`config.mk`:
```
export PLATFORM = sky130hd
export DESIGN_NAME = beep_pattern_gen
export DESIGN_NICKNAME = d
export VERILOG_FILES = /design/src/rtl/beep_pattern_gen_pkg.sv /design/src/rtl/beep_pattern_gen_phase_timer.sv /design/src/rtl/beep_pattern_gen.sv
export SDC_FILE = /design/constraint.sdc
export NUM_CORES = 1
export LEC_CHECK = 0
export ABC_CLOCK_PERIOD_IN_PS = 1600
export CAP_MARGIN = 20
export CORE_AREA = 2 2 54 46
export DETAILED_ROUTE_END_ITERATION = 10
export DIE_AREA = 0 0 56 48
export PLACE_DENSITY = 0.68
export SLEW_MARGIN = 40
export SYNTH_ARGS = -nofsm -noshare
export SYNTH_HDL_FRONTEND = slang
export SYNTH_SLANG_ARGS = --single-unit
```
`constraint.sdc`:
```
create_clock -name clk -period 1.6 [get_ports clk]
set_input_delay 0.24 -clock clk [delete_from_list [all_inputs] [get_ports clk]]
set_output_delay 0.24 -clock clk [all_outputs]
set_load 0.05 [all_outputs]
```
`src/rtl/beep_pattern_gen_pkg.sv`:
```
// Shared definitions for the beep pattern generator: state encoding,
// default timing constants and the phase-counter width helper.
package beep_pattern_gen_pkg;

    localparam logic [19:0] DEF_ON_CNT  = 20'd4;
    localparam logic [19:0] DEF_OFF_CNT = 20'd3;
    localparam int          DEF_NUM_W   = 4;

    typedef enum logic [1:0] {
        ST_IDLE = 2'd0,
        ST_ON   = 2'd1,
        ST_OFF  = 2'd2
    } state_t;

    // Phase counter width: clog2(max(on, off)) + 1.
    function automatic int phase_width(input logic [19:0] a, input logic [19:0] b);
        logic [19:0] m;
        m = (a > b) ? a : b;
        return $clog2(m) + 1;
    endfunction

endpackage

```
`src/rtl/beep_pattern_gen_phase_timer.sv`:
```
// Loadable down-counter with a terminal-count flag. A load starts a phase
// of (load value + 1) cycles; tc_o is high in the last cycle of the phase.
module beep_pattern_gen_phase_timer #(
    parameter int W = 3
) (
    input  logic         clk_i,
    input  logic         rst_i,
    input  logic         clear_i,
    input  logic         load_i,
    input  logic [W-1:0] load_val_i,
    output logic         tc_o
);

    logic [W-1:0] cnt_q;
    logic [W-1:0] cnt_d;

    // Next count: clear beats load, load beats the decrement, hold at zero.
    always_comb begin
        cnt_d = cnt_q;
        if (clear_i) begin
            cnt_d = '0;
        end else if (load_i) begin
            cnt_d = load_val_i;
        end else if (cnt_q != '0) begin
            cnt_d = cnt_q - W'(1);
        end
    end

    // Counter register with synchronous reset.
    always_ff @(posedge clk_i) begin
        if (rst_i) begin
            cnt_q <= '0;
        end else begin
            cnt_q <= cnt_d;
        end
    end

    assign tc_o = (cnt_q == '0);

endmodule

```
`src/rtl/beep_pattern_gen.sv`:
```
// Burst pulse generator: an accepted start produces num pulses of ON_CNT
// high cycles separated by OFF_CNT low cycles, then a one-cycle done.
// Handshake: start/num are taken only in IDLE (busy=0); stop aborts any
// burst without done; all outputs are registered.
module beep_pattern_gen
    import beep_pattern_gen_pkg::*;
#(
    parameter logic [19:0] ON_CNT  = DEF_ON_CNT,
    parameter logic [19:0] OFF_CNT = DEF_OFF_CNT,
    parameter int          NUM_W   = DEF_NUM_W
) (
    input  logic             clk,
    input  logic             rst,
    input  logic             start,
    input  logic [NUM_W-1:0] num,
    input  logic             stop,
    output logic             busy,
    output logic             beep_out,
    output logic             done,
    output logic [1:0]       state_dbg
);

    localparam int PW = phase_width(ON_CNT, OFF_CNT);
    localparam logic [PW-1:0] ON_LOAD  = PW'(ON_CNT - 20'd1);
    localparam logic [PW-1:0] OFF_LOAD = PW'(OFF_CNT - 20'd1);

    state_t           state_q;
    logic [NUM_W-1:0] rem_q;
    logic             busy_q;
    logic             beep_q;
    logic             done_q;

    logic             tmr_load;
    logic             tmr_clear;
    logic [PW-1:0]    tmr_val;
    logic             tmr_tc;

    // Timer control: reload on every phase entry, clear on abort or burst end.
    always_comb begin
        tmr_load  = 1'b0;
        tmr_clear = stop;
        tmr_val   = ON_LOAD;
        case (state_q)
            ST_IDLE: begin
                if (!stop && start && (num != '0)) begin
                    tmr_load = 1'b1;
                end
            end
            ST_ON: begin
                if (!stop && tmr_tc) begin
                    if (rem_q > NUM_W'(1)) begin
                        tmr_load = 1'b1;
                        tmr_val  = OFF_LOAD;
                    end else begin
                        tmr_clear = 1'b1;
                    end
                end
            end
            ST_OFF: begin
                if (!stop && tmr_tc) begin
                    tmr_load = 1'b1;
                end
            end
            default: tmr_clear = 1'b1;
        endcase
    end

    beep_pattern_gen_phase_timer #(
        .W(PW)
    ) u_phase_timer (
        .clk_i      (clk),
        .rst_i      (rst),
        .clear_i    (tmr_clear),
        .load_i     (tmr_load),
        .load_val_i (tmr_val),
        .tc_o       (tmr_tc)
    );

    // Burst FSM with registered busy/beep/done; stop wins over start.
    always_ff @(posedge clk) begin
        if (rst) begin
            state_q <= ST_IDLE;
            rem_q   <= '0;
            busy_q  <= 1'b0;
            beep_q  <= 1'b0;
            done_q  <= 1'b0;
        end else begin
            done_q <= 1'b0;
            case (state_q)
                ST_IDLE: begin
                    if (!stop && start) begin
                        if (num != '0) begin
                            state_q <= ST_ON;
                            rem_q   <= num;
                            busy_q  <= 1'b1;
                            beep_q  <= 1'b1;
                        end else begin
                            done_q <= 1'b1;
                        end
                    end
                end
                ST_ON: begin
                    if (stop) begin
                        state_q <= ST_IDLE;
                        rem_q   <= '0;
                        busy_q  <= 1'b0;
                        beep_q  <= 1'b0;
                    end else if (tmr_tc) begin
                        beep_q <= 1'b0;
                        if (rem_q > NUM_W'(1)) begin
                            state_q <= ST_OFF;
                            rem_q   <= rem_q - NUM_W'(1);
                        end else begin
                            state_q <= ST_IDLE;
                            rem_q   <= '0;
                            busy_q  <= 1'b0;
                            done_q  <= 1'b1;
                        end
                    end
                end
                ST_OFF: begin
                    if (stop) begin
                        state_q <= ST_IDLE;
                        rem_q   <= '0;
                        busy_q  <= 1'b0;
                        beep_q  <= 1'b0;
                    end else if (tmr_tc) begin
                        state_q <= ST_ON;
                        beep_q  <= 1'b1;
                    end
                end
                default: begin
                    state_q <= ST_IDLE;
                    rem_q   <= '0;
                    busy_q  <= 1'b0;
                    beep_q  <= 1'b0;
                end
            endcase
        end
    end

    assign busy      = busy_q;
    assign beep_out  = beep_q;
    assign done      = done_q;
    assign state_dbg = state_q;

endmodule

```
# Word-level counts from Yosys, hierarchy flattened
# Index checks and enable logic that the tools add are counted.
# word_totals
register_bits	12
out_inout_bits	5
in_bits	8
# op_classes
muxes	46
n_reduce_logical	14
magnitude_cmp	1
n_addsub	2
eq_ne	8
# ops
op	count
two-way mux 1 bit	24
two-way mux 4 bit	6
two-way mux 2 bit	7
one-hot mux 4 bit (3 select lines)	1
!= test 3 bit (second input constant)	3
one-hot mux 1 bit (3 select lines)	3
AND reduction 4 bit	2
two-way mux 3 bit	2
!= test 2 bit (second input constant)	3
one-hot mux 2 bit (3 select lines)	1
AND reduction 5 bit	1
greater-than comparator 4 x 1 -> 1 bit (second input constant)	1
one-hot mux 1 bit (2 select lines)	2
nonzero test 4 bit	1
OR reduction 2 bit	2
subtractor 4 x 1 -> 4 bit (second input constant)	1
logical AND 1 bit	3
logical NOT 3 bit	1
nonzero test 3 bit	1
subtractor 3 x 1 -> 3 bit (second input constant)	1
== test 2 x 1 -> 1 bit (second input constant)	1
== test 2 bit (second input constant)	1
logical NOT 2 bit	1
nonzero test 2 bit	1
logical NOT 1 bit	1

# Logic depth before layout (Yosys ltp)
# depth
word_depth	6
mapped_depth	8

# Hierarchy
# From an unflattened synthesis, not the netlist that was laid out.
# unflattened
hier_cells	103
hier_area_um2	843.3
# by_module_without_submodules
module	area_each_um2	cells_per_inst	n_inst
beep_pattern_gen	659.4	82	1
beep_pattern_gen_phase_timer	183.9	21	1

# Worst setup path after synthesis
# Ideal clock, no wire load.
# synth_path
kind	register to register
from	register state_q[0], in the netlist state_dbg[0]
to	register u_phase_timer.cnt_q[2]
slack_ns	-0.352
required_time_ns	1.483
n_path_buf	2
arrival_ns	1.836
synth_period_minus_slack_ns	1.952
path_stages_with_launch	7
cell_sequence	dfxtp_1 > buf_2 > or3b_1 > buf_2 > a21oi_4 > o21ai_0 > and4b_1
# synth_via
elab_chain_cells	4
elab_cells_between_ends	9
classes_between	eq/ne (2); mux (3); reduce/logical (4)
# synth_lines
element	line	rtl
start: declaration	beep_pattern_gen.sv:27	state_t state_q;
start signal: assignment	beep_pattern_gen.sv:82	state_q <= ST_IDLE;
start signal: assignment	beep_pattern_gen.sv:93	state_q <= ST_ON;
start signal: assignment	beep_pattern_gen.sv:104	state_q <= ST_IDLE;
== test 2 bit / logical NOT 2 bit (equally long branches)	beep_pattern_gen.sv:43	case (state_q)
OR reduction 2 bit (no line)	n/a	
one-hot mux 1 bit (2 select lines)	beep_pattern_gen.sv:43	
OR reduction 2 bit (no line)	n/a	
end signal: assignment	beep_pattern_gen_phase_timer.sv:34	cnt_q <= cnt_d;
end: declaration	beep_pattern_gen_phase_timer.sv:14	logic [W-1:0] cnt_q;
# Parallel ways exist; a longest one is shown, timed or not.
# A chain may end at the register's enable or synchronous reset.

# Worst setup path after layout
# layout_path
from	register u_phase_timer.cnt_q[0]
to	register beep_q, in the netlist beep_out
# layout_via
elab_chain_cells	3
elab_cells_between_ends	4
classes_between	eq/ne (2); reduce/logical (2)
# layout_lines
element	line	rtl
logical NOT 3 bit (*)	beep_pattern_gen_phase_timer.sv:38	assign tc_o = (cnt_q == '0);
!= test 3 bit (no line)	n/a	
AND reduction 4 bit (no line) (*)	n/a	
end signal: assignment	beep_pattern_gen.sv:85	beep_q <= 1'b0;
end signal: assignment	beep_pattern_gen.sv:96	beep_q <= 1'b1;
end signal: assignment	beep_pattern_gen.sv:107	beep_q <= 1'b0;
end: declaration	beep_pattern_gen.sv:30	logic beep_q;
# Mark *: on every way between the ends. The rest lies on a longest branch, timed or not.

==> run summary <==
For the pin with the worst max-slew slack, the measured transition is 343 ps. The logs give 3530 um for the first-pass GRT wire length and 4 for the count of TritonRoute iterations in the first routing pass. The logs give 2690 um2 for the die footprint and 1.72 mW for the overall power after layout. The run finished, with violations left. The tools report the number of distinct standard cells referenced by the synthesized netlist as 37. In this run the tool buffered the top-level ports with 12 buffer cells.

The total negative slack was -54.2 ps; the fraction of final layout cells sized beyond drive strength 1 was 0.551. Fill cells in the final layout number 185. The die is 56 um wide.

When the netlist entered floorplanning its net count stood at 106. The final worst-path setup slack was -54.2 ps. The fmax was 0.605 GHz. At the later pin of the worst-skew pair, clock insertion delay measures 290 ps.

Area growth from synthesis to layout: 59.0%. The worst-case IR drop observed on VDD is 0.773 mV. The die height was 48 um. The estimated wirelength of the detail-placed design was 1560 um; the final standard cell count with taps included and fillers excluded was 161. The yosys synthesis warning count was 0. The tightest min-delay check is of the input port to flip-flop type. The routed design uses 95 um of met3 wire.

The mean post-synth cell area is 8.71 um2, and the floorplan core area is 2100 um2. Hold repair after CTS inserted 0 buffers. The routed design uses 1080 um of met2 wire.

In this run the top signal layer used is met4. The mapped netlist covers 818 um2. Among cell families on the critical path, the largest total delay comes from compound AO/OA/AOI/OAI gates. Summing all multi-input logic gate instances after layout gives 597 um2. On the critical path, the stage with the largest delay is an instance of sky130_fd_sc_hd__dfxtp_2. On the final layout, the worst hold slack is 440 ps. Headroom to the max-slew limit: 0.771.

In this design, the stage delay of the slowest critical-path cell is 340 ps. The number of buffers on the longest clock path was 2; the final global-route overflow total was 0. The number of antenna violations at the first check in global routing came out at 0. Count of buffering cells on the critical path with inverters included: 2. The placed instances occupy a cell area of 1110 um2.

Counting every instance in the synthesized netlist gives 94. The run gives 0 as the max-slew violation count. Between clock sinks in the finished design, the worst skew comes to 6.27 ps.

The routed design has 2300 um of wire. The detail-routed via count per cell works out to 5.08. The tool flagged a number of max-cap violations equal to 0. For the via count of the first global-routing pass, the log shows 726. sky130_fd_sc_hd__dfxtp_1 takes more of the synthesized area than any other cell. The worst setup path is captured at a flip-flop.

After routing the design area is 1300 um2. Synthesis inferred 12 register bits. Traced cell by cell, the critical path runs through inv_2 > ha_4 > ha_4 > buf_6 > o21a_1 > a211oi_2 > a21oi_2 > o21ba_2. The run gives 19 as the detailed router's first-iteration violation count.

The post-layout minimum cycle time was 1650 ps. In the final routed layout, each cell accounts on average for 14.3 um. The period utilization works out to 1.03.

For the worst setup path, the data required time is 1790 ps. The run gives 0.874 as the routability-driven placement congestion ratio. TritonCTS built the clock tree. The library cell appearing most often on the critical path was sky130_fd_sc_hd__ha_4. In this run the core area contains 15 standard-cell rows. The number of H-tree levels was 1; the power density over the cells was 1320 nW/um2. The run gives 149 as the final net count.

The final reports fail on setup timing. The tree is rooted in a sky130_fd_sc_hd__clkbuf_4. The I/O pin count is 13. Clock-pin slew was measured on the worst setup and hold paths at 80 ps. The number of clock buffers added by TritonCTS is 3.

The sequential fraction of the synthesis area is 0.294. By area the synthesized netlist is led by sky130_fd_sc_hd__dfxtp_1 29%, sky130_fd_sc_hd__ha_1 6.1%, sky130_fd_sc_hd__a21oi_1 4.3%. In this run, placement finished with an instance count of 148. The critical path is of the flip-flop to flip-flop type. 0 antenna diodes ended up in the layout. The final count of negative-setup-slack endpoints was 1; the highest net fanout along the worst path was 3. The sequential cells in the finished layout cover a total of 250 um2.

The global routing usage summed across all routing layers came out at 0.180. The leakage power was 0.544 nW; the top cell type's share of synthesized area was 0.294. Setup repair after global routing could not meet its margin everywhere. STA classifies the critical path startpoint as a flip-flop. Counting every sink on the clock net gives 12.

Entering global routing, the biggest net connects 10 pins. The run gives 0 as the final hold violation count. The logs give 1100 um for the post-route met1 wirelength and 0 for the remaining number of nets flagged by the antenna check after routing. Data on the critical path arrives at its endpoint at 1840 ps. For the DRC violation count after routing, the log shows 0. The run gives 818 as the vias after detailed routing. The run gives 0.389 as the initial core utilization.
==> cell usage after synthesis <==
| master | count |
|---|---|
| sky130_fd_sc_hd__inv_1 | 7 |
| sky130_fd_sc_hd__nand3_1 | 1 |
| sky130_fd_sc_hd__nand2_1 | 4 |
| sky130_fd_sc_hd__and4b_1 | 1 |
| sky130_fd_sc_hd__and2_1 | 3 |
| sky130_fd_sc_hd__nor4b_2 | 1 |
| sky130_fd_sc_hd__o21bai_1 | 1 |
| sky130_fd_sc_hd__ha_1 | 4 |
| sky130_fd_sc_hd__or2_2 | 1 |
| sky130_fd_sc_hd__a311oi_1 | 1 |
| sky130_fd_sc_hd__buf_2 | 3 |
| sky130_fd_sc_hd__a32o_1 | 2 |
| sky130_fd_sc_hd__nor3_1 | 4 |
| sky130_fd_sc_hd__nor2_1 | 7 |
| sky130_fd_sc_hd__a31oi_1 | 1 |
| sky130_fd_sc_hd__nor3b_1 | 2 |
| sky130_fd_sc_hd__or3b_1 | 1 |
| sky130_fd_sc_hd__o2bb2ai_2 | 1 |
| sky130_fd_sc_hd__buf_6 | 2 |
| sky130_fd_sc_hd__a2bb2oi_1 | 1 |
| sky130_fd_sc_hd__buf_4 | 2 |
| sky130_fd_sc_hd__mux2i_1 | 1 |
| sky130_fd_sc_hd__a21oi_4 | 1 |
| sky130_fd_sc_hd__a221o_1 | 2 |
| sky130_fd_sc_hd__o21ba_2 | 2 |
| sky130_fd_sc_hd__a21oi_1 | 7 |
| sky130_fd_sc_hd__or4_4 | 1 |
| sky130_fd_sc_hd__mux2_2 | 1 |
| sky130_fd_sc_hd__o21a_1 | 2 |
| sky130_fd_sc_hd__dfxtp_1 | 12 |
| sky130_fd_sc_hd__a211oi_1 | 4 |
| sky130_fd_sc_hd__and2_2 | 1 |
| sky130_fd_sc_hd__nor2b_4 | 1 |
| sky130_fd_sc_hd__o21ai_0 | 5 |
| sky130_fd_sc_hd__and2b_2 | 1 |
| sky130_fd_sc_hd__nand2b_1 | 1 |
| sky130_fd_sc_hd__nor4_1 | 2 |
==> kinds of logic after synthesis <==
logic type	count (synthesis)	synth area share
compound gates	30	0.278
fa+ha+maj	4	0.0612
buf+inv	14	0.0963
flops	12	0.294
mux	2	0.0260
simple gates	32	0.245
==> flip-flops by register name, summed over array words and instances (netlist names) <==
signal               count
beep_out                 1
busy                     1
done                     1
rem_q                    4
state_dbg                2
u_phase_timer.cnt_q      3
==> per-layer routing <==
layer / GRT usage / up-vias
met5: 0 / -
met4: 0.0429 / 0
li1: - / 426
met1: 0.229 / 372
met2: 0.308 / 17
met3: 0.0541 / 3
==> worst reg2reg max path, delay by kind of cell (launching register included) <==
family	cells	cell delay, ps
flip-flops	1	340
buffers and inverters	2	170
adder cells (fa/ha/maj)	2	330
AO/OA/AOI/OAI	4	730
==> power by group <==
part | switching [mW] | internal, mW
clock | 0.112 | 0.0971
combinational | 0.518 | 0.577
sequential | 0.0430 | 0.369
total | 0.674 | 1.04
==> repair_timing <==
item | in CTS | in global routing
gates resized for setup | 14 | 18
pin swaps | 7 | 14
endpoints found under the setup margin | 9 | 9
buffers inserted | 4 | 5
==> final timing paths <==
path                     startpoint  endpoint  slack, ps  depth (start not counted)
max          u_phase_timer.cnt_q[0]  beep_out        -50                          8
min                          num[1]  rem_q[1]        440                          4
max reg2reg  u_phase_timer.cnt_q[0]  beep_out        -50                          8
min reg2reg                beep_out  beep_out        490                          1
==> layout make-up <==
cell class,count,share of cell area
multi-input combinational,68,0.459
timing repair buffer,45,0.285
inverter,7,0.0202
sequential,12,0.192
clock buffer,4,0.0202
tap,25,0.0240
==> layout by cell type, fill, tap and decap left out, types with 2 or more instances in the layout <==
master | synthesis | routed
sky130_fd_sc_hd__o21ai_0 | 5 | 4
sky130_fd_sc_hd__and2_1 | 3 | 3
sky130_fd_sc_hd__nor2_1 | 7 | 6
sky130_fd_sc_hd__inv_1 | 7 | 3
sky130_fd_sc_hd__nand2_1 | 4 | 4
sky130_fd_sc_hd__a21oi_1 | 7 | 5
sky130_fd_sc_hd__nor3b_1 | 2 | 2
sky130_fd_sc_hd__buf_4 | 2 | 36
sky130_fd_sc_hd__nor3_1 | 4 | 3
sky130_fd_sc_hd__a221o_1 | 2 | 2
sky130_fd_sc_hd__a211oi_1 | 4 | 3
sky130_fd_sc_hd__a21oi_2 | 0 | 2
sky130_fd_sc_hd__dlygate4sd2_1 | 0 | 3
sky130_fd_sc_hd__ha_4 | 0 | 2
sky130_fd_sc_hd__o21a_1 | 2 | 2
sky130_fd_sc_hd__clkdlybuf4s50_1 | 0 | 3
sky130_fd_sc_hd__o21ba_2 | 2 | 2
sky130_fd_sc_hd__dfxtp_2 | 0 | 5
sky130_fd_sc_hd__inv_2 | 0 | 4
sky130_fd_sc_hd__dfxtp_1 | 12 | 6
sky130_fd_sc_hd__clkbuf_4 | 0 | 3
==> metrics by stage <==
| step | worst slack (ps) | util |
|---|---|---|
| 3_5_place_dp | -357 | 0.529 |
| 4_1_cts | 6.95 | 0.579 |
| 3_3_place_gp | -318 | 0.529 |
| 2_1_floorplan | -73.9 | - |
| 6_report | -54.2 | 0.619 |
| 5_1_grt | -107 | 0.619 |
(Power assumes the default switching activity.)
